## src/rtl/reg_status_file_pkg.sv

```systemverilog
// reg_status_file_pkg: shared widths, tag encoding and types for the register status table.
// No ports; imported by the interface, the per-register cell and the top.
package reg_status_file_pkg;
    localparam int REG_NUM        = 32;
    localparam int DATA_WIDTH     = 32;
    localparam int LOCK_WIDTH     = 4;
    localparam int REG_ADDR_WIDTH = 5;
    localparam int COUNT_WIDTH    = 6;

    typedef logic [DATA_WIDTH-1:0]     data_t;
    typedef logic [LOCK_WIDTH-1:0]     lock_t;
    typedef logic [REG_ADDR_WIDTH-1:0] addr_t;
    typedef logic [COUNT_WIDTH-1:0]    count_t;

    // MSB set with all other bits clear marks "no producer" (ready / CDB idle).
    localparam lock_t REG_NO_LOCK = lock_t'(1) << (LOCK_WIDTH - 1);

    function automatic logic is_live(lock_t tag);
        return tag != REG_NO_LOCK;
    endfunction
endpackage

```

## src/rtl/reg_status_file_if.sv

```systemverilog
// reg_status_file_if: decoder/CDB-facing bus of the register status table.
// master: decoder + CDB side (drives read addresses, lock claims, broadcasts).
// slave:  register status table (returns read data/locks and locked_count).
interface reg_status_file_if;
    import reg_status_file_pkg::*;

    addr_t  rd_addr1;
    addr_t  rd_addr2;
    data_t  rd_data1;
    data_t  rd_data2;
    lock_t  rd_lock1;
    lock_t  rd_lock2;
    logic   lock_enable;
    addr_t  lock_addr;
    lock_t  lock_tag;
    lock_t  cdb_in_index_alu;
    data_t  cdb_in_result_alu;
    lock_t  cdb_in_index_lsm;
    data_t  cdb_in_result_lsm;
    count_t locked_count;

    modport master (
        output rd_addr1, rd_addr2, lock_enable, lock_addr, lock_tag,
               cdb_in_index_alu, cdb_in_result_alu, cdb_in_index_lsm, cdb_in_result_lsm,
        input  rd_data1, rd_data2, rd_lock1, rd_lock2, locked_count
    );

    modport slave (
        input  rd_addr1, rd_addr2, lock_enable, lock_addr, lock_tag,
               cdb_in_index_alu, cdb_in_result_alu, cdb_in_index_lsm, cdb_in_result_lsm,
        output rd_data1, rd_data2, rd_lock1, rd_lock2, locked_count
    );
endinterface

```

## src/rtl/reg_status_file_cell.sv

```systemverilog
// reg_status_file_cell: one architectural register (data + lock tag) with CDB capture and lock set.
// Ports: clk, rst_n (async active-low); lock_set_i/lock_tag_i claim this register;
// alu_*/lsm_* CDB broadcasts; data_o/lock_o stored state; lock_d_o next-state lock.
module reg_status_file_cell
    import reg_status_file_pkg::*;
(
    input  logic  clk,
    input  logic  rst_n,
    input  logic  lock_set_i,
    input  lock_t lock_tag_i,
    input  lock_t alu_tag_i,
    input  data_t alu_data_i,
    input  lock_t lsm_tag_i,
    input  data_t lsm_data_i,
    output data_t data_o,
    output lock_t lock_o,
    output lock_t lock_d_o
);
    data_t data_q, data_d;
    lock_t lock_q, lock_d;
    logic  hit_alu, hit_lsm;

    // ALU wins if both ports ever carry the same live tag. A same-cycle lock
    // claim overrides the release but the captured value is still written.
    always_comb begin
        hit_alu = is_live(alu_tag_i) && lock_q == alu_tag_i;
        hit_lsm = is_live(lsm_tag_i) && lock_q == lsm_tag_i;
        data_d  = hit_alu ? alu_data_i : hit_lsm ? lsm_data_i : data_q;
        lock_d  = lock_set_i ? lock_tag_i : (hit_alu || hit_lsm) ? REG_NO_LOCK : lock_q;
    end

    always_ff @(posedge clk or negedge rst_n) begin
        if (!rst_n) begin
            data_q <= '0;
            lock_q <= REG_NO_LOCK;
        end else begin
            data_q <= data_d;
            lock_q <= lock_d;
        end
    end

    assign data_o   = data_q;
    assign lock_o   = lock_q;
    assign lock_d_o = lock_d;
endmodule

```

## src/rtl/reg_status_file.sv

```systemverilog
// reg_status_file: architectural register file with per-register lock tags for the Tomasulo core.
// Ports: clk, rst_n (async active-low); bus_s (slave modport): two bypassed read ports,
// destination lock claim, ALU/LSM CDB broadcasts, registered locked_count.
module reg_status_file
    import reg_status_file_pkg::*;
(
    input  logic               clk,
    input  logic               rst_n,
    reg_status_file_if.slave   bus_s
);
    data_t  reg_data   [REG_NUM];
    lock_t  reg_lock   [REG_NUM];
    lock_t  reg_lock_d [REG_NUM];
    addr_t  rd_addr    [2];
    data_t  rd_data    [2];
    lock_t  rd_lock    [2];
    count_t count_q, count_d;

    // x0 is hard-wired: never locked, always zero.
    assign reg_data[0]   = '0;
    assign reg_lock[0]   = REG_NO_LOCK;
    assign reg_lock_d[0] = REG_NO_LOCK;

    for (genvar r = 1; r < REG_NUM; r++) begin : g_reg
        reg_status_file_cell u_cell (
            .clk        (clk),
            .rst_n      (rst_n),
            .lock_set_i (bus_s.lock_enable && bus_s.lock_addr == addr_t'(r)),
            .lock_tag_i (bus_s.lock_tag),
            .alu_tag_i  (bus_s.cdb_in_index_alu),
            .alu_data_i (bus_s.cdb_in_result_alu),
            .lsm_tag_i  (bus_s.cdb_in_index_lsm),
            .lsm_data_i (bus_s.cdb_in_result_lsm),
            .data_o     (reg_data[r]),
            .lock_o     (reg_lock[r]),
            .lock_d_o   (reg_lock_d[r])
        );
    end

    assign rd_addr[0] = bus_s.rd_addr1;
    assign rd_addr[1] = bus_s.rd_addr2;

    // Reads see the stored lock only (a same-cycle claim is invisible), but a
    // live broadcast matching that lock is forwarded so issue never misses it.
    for (genvar p = 0; p < 2; p++) begin : g_rd
        lock_t l;
        logic  byp_alu, byp_lsm;
        assign l          = reg_lock[rd_addr[p]];
        assign byp_alu    = is_live(bus_s.cdb_in_index_alu) && l == bus_s.cdb_in_index_alu;
        assign byp_lsm    = is_live(bus_s.cdb_in_index_lsm) && l == bus_s.cdb_in_index_lsm;
        assign rd_data[p] = byp_alu ? bus_s.cdb_in_result_alu :
                            byp_lsm ? bus_s.cdb_in_result_lsm : reg_data[rd_addr[p]];
        assign rd_lock[p] = (byp_alu || byp_lsm) ? REG_NO_LOCK : l;
    end

    assign bus_s.rd_data1 = rd_data[0];
    assign bus_s.rd_lock1 = rd_lock[0];
    assign bus_s.rd_data2 = rd_data[1];
    assign bus_s.rd_lock2 = rd_lock[1];

    always_comb begin
        count_d = '0;
        for (int i = 0; i < REG_NUM; i++)
            count_d = count_d + count_t'(reg_lock_d[i] != REG_NO_LOCK);
    end

    always_ff @(posedge clk or negedge rst_n) begin
        if (!rst_n) count_q <= '0;
        else        count_q <= count_d;
    end

    assign bus_s.locked_count = count_q;
endmodule

```

## src/flat_wrapper.sv

```systemverilog
// flat-port wrapper written by rule: the top's interface ports become plain ports
module reg_status_file_flat import reg_status_file_pkg::*;
  (clk, rst_n, bus_s_rd_addr1, bus_s_rd_addr2, bus_s_lock_enable, bus_s_lock_addr, bus_s_lock_tag, bus_s_cdb_in_index_alu, bus_s_cdb_in_result_alu, bus_s_cdb_in_index_lsm, bus_s_cdb_in_result_lsm, bus_s_rd_data1, bus_s_rd_data2, bus_s_rd_lock1, bus_s_rd_lock2, bus_s_locked_count);
  reg_status_file_if bus_s_i ();
  input  logic clk;
  input  logic rst_n;
  input wire logic [$bits(bus_s_i.rd_addr1)-1:0] bus_s_rd_addr1;
  input wire logic [$bits(bus_s_i.rd_addr2)-1:0] bus_s_rd_addr2;
  input wire logic [$bits(bus_s_i.lock_enable)-1:0] bus_s_lock_enable;
  input wire logic [$bits(bus_s_i.lock_addr)-1:0] bus_s_lock_addr;
  input wire logic [$bits(bus_s_i.lock_tag)-1:0] bus_s_lock_tag;
  input wire logic [$bits(bus_s_i.cdb_in_index_alu)-1:0] bus_s_cdb_in_index_alu;
  input wire logic [$bits(bus_s_i.cdb_in_result_alu)-1:0] bus_s_cdb_in_result_alu;
  input wire logic [$bits(bus_s_i.cdb_in_index_lsm)-1:0] bus_s_cdb_in_index_lsm;
  input wire logic [$bits(bus_s_i.cdb_in_result_lsm)-1:0] bus_s_cdb_in_result_lsm;
  output wire logic [$bits(bus_s_i.rd_data1)-1:0] bus_s_rd_data1;
  output wire logic [$bits(bus_s_i.rd_data2)-1:0] bus_s_rd_data2;
  output wire logic [$bits(bus_s_i.rd_lock1)-1:0] bus_s_rd_lock1;
  output wire logic [$bits(bus_s_i.rd_lock2)-1:0] bus_s_rd_lock2;
  output wire logic [$bits(bus_s_i.locked_count)-1:0] bus_s_locked_count;
  assign bus_s_i.rd_addr1 = bus_s_rd_addr1;
  assign bus_s_i.rd_addr2 = bus_s_rd_addr2;
  assign bus_s_i.lock_enable = bus_s_lock_enable;
  assign bus_s_i.lock_addr = bus_s_lock_addr;
  assign bus_s_i.lock_tag = bus_s_lock_tag;
  assign bus_s_i.cdb_in_index_alu = bus_s_cdb_in_index_alu;
  assign bus_s_i.cdb_in_result_alu = bus_s_cdb_in_result_alu;
  assign bus_s_i.cdb_in_index_lsm = bus_s_cdb_in_index_lsm;
  assign bus_s_i.cdb_in_result_lsm = bus_s_cdb_in_result_lsm;
  assign bus_s_rd_data1 = bus_s_i.rd_data1;
  assign bus_s_rd_data2 = bus_s_i.rd_data2;
  assign bus_s_rd_lock1 = bus_s_i.rd_lock1;
  assign bus_s_rd_lock2 = bus_s_i.rd_lock2;
  assign bus_s_locked_count = bus_s_i.locked_count;
  reg_status_file u_core (.clk(clk), .rst_n(rst_n), .bus_s(bus_s_i));
endmodule
```

## config.mk

```make
export PLATFORM = sky130hd
export DESIGN_NAME = reg_status_file_flat
export DESIGN_NICKNAME = d
export VERILOG_FILES = /design/src/rtl/reg_status_file_pkg.sv /design/src/rtl/reg_status_file_if.sv /design/src/rtl/reg_status_file_cell.sv /design/src/rtl/reg_status_file.sv /design/src/flat_wrapper.sv
export SDC_FILE = /design/constraint.sdc
export NUM_CORES = 2
export LEC_CHECK = 0
export ABC_AREA = 1
export ABC_CLOCK_PERIOD_IN_PS = 8200
export CAP_MARGIN = 10
export CELL_PAD_IN_SITES_DETAIL_PLACEMENT = 1
export CELL_PAD_IN_SITES_GLOBAL_PLACEMENT = 1
export CORE_ASPECT_RATIO = 1.4
export CORE_MARGIN = 4
export CORE_UTILIZATION = 30
export DETAILED_ROUTE_END_ITERATION = 10
export PLACE_DENSITY = 0.54
export SLEW_MARGIN = 25
export SYNTH_ARGS = -nofsm -noshare
export SYNTH_HDL_FRONTEND = slang
export SYNTH_SLANG_ARGS = --single-unit
```

## constraint.sdc

```tcl
create_clock -name clk -period 8.2 [get_ports clk]
set_input_delay 1.23 -clock clk [delete_from_list [all_inputs] [get_ports clk]]
set_output_delay 1.23 -clock clk [all_outputs]
set_load 0.02 [all_outputs]
```

==> impl_metrics.py <==
metrics = {
    "drt": {
        "drt_iter0_markers": 10300,
        "ant_nets": 0,
        "drtPass1Iterations": 6,
        "vias": 90200,
        "vias_per_cell": 6.40,
        "totalWireLength_mm": 517,
        "drc": 0,
        "wl_per_cell_um": 36.7,
    },
    "die": {
        "num_io_pins": 172,
        "die_w_um": 435,
        "die_h_um": 606,
        "start_util_pct": 30.1,
        "coreArea_um2": 254000,
        "rows": 219,
        "die-area_um2": 264000,
    },
    "yosys": {
        "avgSynthCellArea_um2": 6.87,
        "netlist_area_um2": 76600,
        "yosys.area.top_type": "dfrtp_1",
        "async_flop_share_pct": 100,
        "syn_inst": 11100,
        "yosys_warnings": 0,
        "synth_seq_cells": 1122,
        "synth_top_flop_cell": "dfrtp_1",
        "ys_seq_area_share_pct": 36.7,
        "ys_top_cells_by_area": "dfrtp_1 36%, nand2_1 12%, o21ai_0 10%",
        "ys_types": 40,
        "synth_edf_count": 0,
        "syn_nets": 11300,
        "synth_top_cell_area_share_pct": 35.6,
    },
    "cts": {
        "cts_setup_buffers": 0,
        "cts_tree": "done",
        "clk_latency_ns": 0.87,
        "numCtsBuffers": 150,
        "h-tree-depth": 4,
        "cts_sinks": 1122,
        "postCtsHoldBufs": 0,
        "cts_buffer_depth": 4,
        "post_cts_resized": 0,
        "root_buffer": "clkbuf_16",
        "clk_pin_slew_ns": 0.06,
    },
    "grt": {
        "top_usage_layer": "met2",
        "antenna_found_initial": 36,
        "use_met3_pct": 6.90,
        "met2_usage_pct": 59.1,
        "grt_first_pass_wirelength_mm": 718,
        "gr-total-overflow": 0,
        "met1_usage_pct": 47.0,
        "grt_pass1_vias": 89600,
        "grt_start_max_net_pins": 140,
        "track_usage_pct": 37.9,
    },
    "worst_setup_path": {
        "slowest_delay_ns": 0.52,
        "critPathTopFamily": "adder cells",
        "cp_slowest_cell": "fa_1",
        "rr_startpoint": "u_core.g_reg[14].u_cell.lock_o[0]$_DFF_PN0_",
        "cp.buffers_inverters": 7,
        "arrival_ns": 7.88,
        "regToRegSetupSlack_ns": 1.40,
        "r2r-end": "u_core.bus_s.locked_count[4]$_DFF_PN0_",
        "critPathMostFrequentCell": "fa_1",
        "crit_type": "input port to register",
        "reg2reg_depth": 22,
        "end_kind": "register",
        "required_ns": 8.95,
        "cp_max_fo": 14,
        "start_kind": "input port",
    },
    "job": {
        "drv_cap": 0,
    },
    "timing": {
        "rsz0062_at_grt": "false",
        "min_period_ns": 7.13,
        "slew-limit-headroom_pct": 20.1,
        "slew_violations": 0,
        "setup_viol": 0,
        "hold_violations": 0,
        "skew_ns": 0.0673,
        "hold_slack_ns": 0.347,
        "fmax_mhz": 140,
        "final.setup.tns_ns": 0,
        "post-route-period-util_pct": 86.9,
        "tightest_slew_ns": 1.20,
    },
    "finish": {
        "mostFrequentLayoutCell": "nand2_1",
        "final_cell_mix": "2493 x nand2_1, 1535 x o21ai_0, 1115 x a21oi_1, 1091 x dfrtp_1, 857 x nand3_1",
        "fill_cells": 31200,
        "areaGrowthSynthToFinish_pct": 12.5,
        "drive_gt1_share_pct": 6.90,
        "finalNetCount": 10800,
    },
    "pwr": {
        "powerDensity_nw_per_um2": 292,
        "ir_drop_mv": 0.979,
        "p_leak_nw": 38.8,
    },
    "placed_design": {
        "gp_congestion": 0.948,
        "port_buffers": 171,
        "dp_hpwl_mm": 308,
    },
    "run_status": {
        "outcome": "complete, no violations",
    },
    "worst_hold_path": {
        "hp-class": "input port to asynchronous set/reset pin",
    },
}
[sequential cells by signal, summed over array words and instances (netlist names)]
name / cells
u_core.bus_s.locked_count: 6
u_core.g.u_cell.data_o: 992
u_core.g.u_cell.lock_o: 124
[where the power goes]
group | total, mW | switching (mW) | internal [mW]
Sequential | 9.04 | 1.37 | 7.66
Clock | 6.85 | 2.92 | 3.93
Combinational | 9.30 | 6.33 | 2.97
Total | 25.2 | 10.6 | 14.6
[layer usage]
layer / part of all wire (%) / vias up
li1: - / 37300
met1: 39 / 46400
met2: 44 / 4984
met3: 8.1 / 1530
met4: 8.8 / 16
met5: 0.019 / -
[how the worst max path moves through the flow]
stage / from / endpoint / slack (ns) / cells past startpoint
final: bus_s_cdb_in_index_lsm[1] / u_core.bus_s.locked_count[4]$_DFF_PN0_ / 1.07 / 26
after global routing: bus_s_cdb_in_index_alu[0] / u_core.bus_s.locked_count[4]$_DFF_PN0_ / 0.85 / 24
after CTS: bus_s_cdb_in_index_alu[0] / u_core.bus_s.locked_count[4]$_DFF_PN0_ / 1.18 / 24
after detailed placement: bus_s_cdb_in_index_alu[0] / u_core.bus_s.locked_count[4]$_DFF_PN0_ / 0.34 / 24
after global placement: bus_s_cdb_in_index_alu[0] / u_core.bus_s.locked_count[4]$_DFF_PN0_ / 0.36 / 24
after floorplan: bus_s_cdb_in_index_lsm[2] / u_core.bus_s.locked_count[4]$_DFF_PN0_ / 1.25 / 26
[layout make-up]
class,instances,area (µm²),area share [%]
multi-input combinational,8024,41100,47.7
timing repair buffer,520,4760,5.53
inverter,849,3250,3.77
clock buffer,228,4470,5.19
clock inverter,21,272,0.315
tap,3315,4150,4.81
antenna,12,30.0,0.0348
sequential,1122,28100,32.6
[logic make-up (layout without fill, tap and decap cells)]
family                   after synthesis  after routing  synth area share (%)
adder cells (fa/ha/maj)               32             32                 0.748
flip-flops                          1122           1122                  36.7
XOR/XNOR                              99             99                  1.13
buffers and inverters               1999           1618                  10.3
AND/OR/NAND/NOR                     4078           4078                  22.1
other                                  0             12                     0
AO/OA/AOI/OAI                       3815           3815                  29.0
[stage by stage]
step | util [%] | std cells | setup WS [ns] | instance area [µm²] | total power [mW]
global route | 33.9 | 14100 | 0.848 | 86200 | 26.6
floorplan | - | 11100 | 1.25 | 76600 | 14.3
finish | 33.9 | 14100 | 1.07 | 86200 | 25.2
detailed placement | 32.0 | 13800 | 0.341 | 81400 | 18.2
global placement | 32.0 | 13800 | 0.355 | 81400 | 17.9
CTS | 33.9 | 14100 | 1.18 | 86100 | 25.1
[synth_stat cells (23+ instances only)]
master	n
nor2_1	460
buf_1	159
buf_2	234
fa_1	23
nor3_1	32
o31ai_1	84
o21ai_0	1535
dfrtp_1	1091
o21ai_1	28
o211ai_1	745
nand3_1	880
inv_2	23
xor2_1	45
xnor2_1	54
o221ai_1	251
o22ai_1	32
nand4_1	100
nand2_1	2518
nor4_1	59
dfstp_2	31
clkbuf_1	738
a21oi_1	1115
inv_1	821
Power figures use the tool's default switching activity.
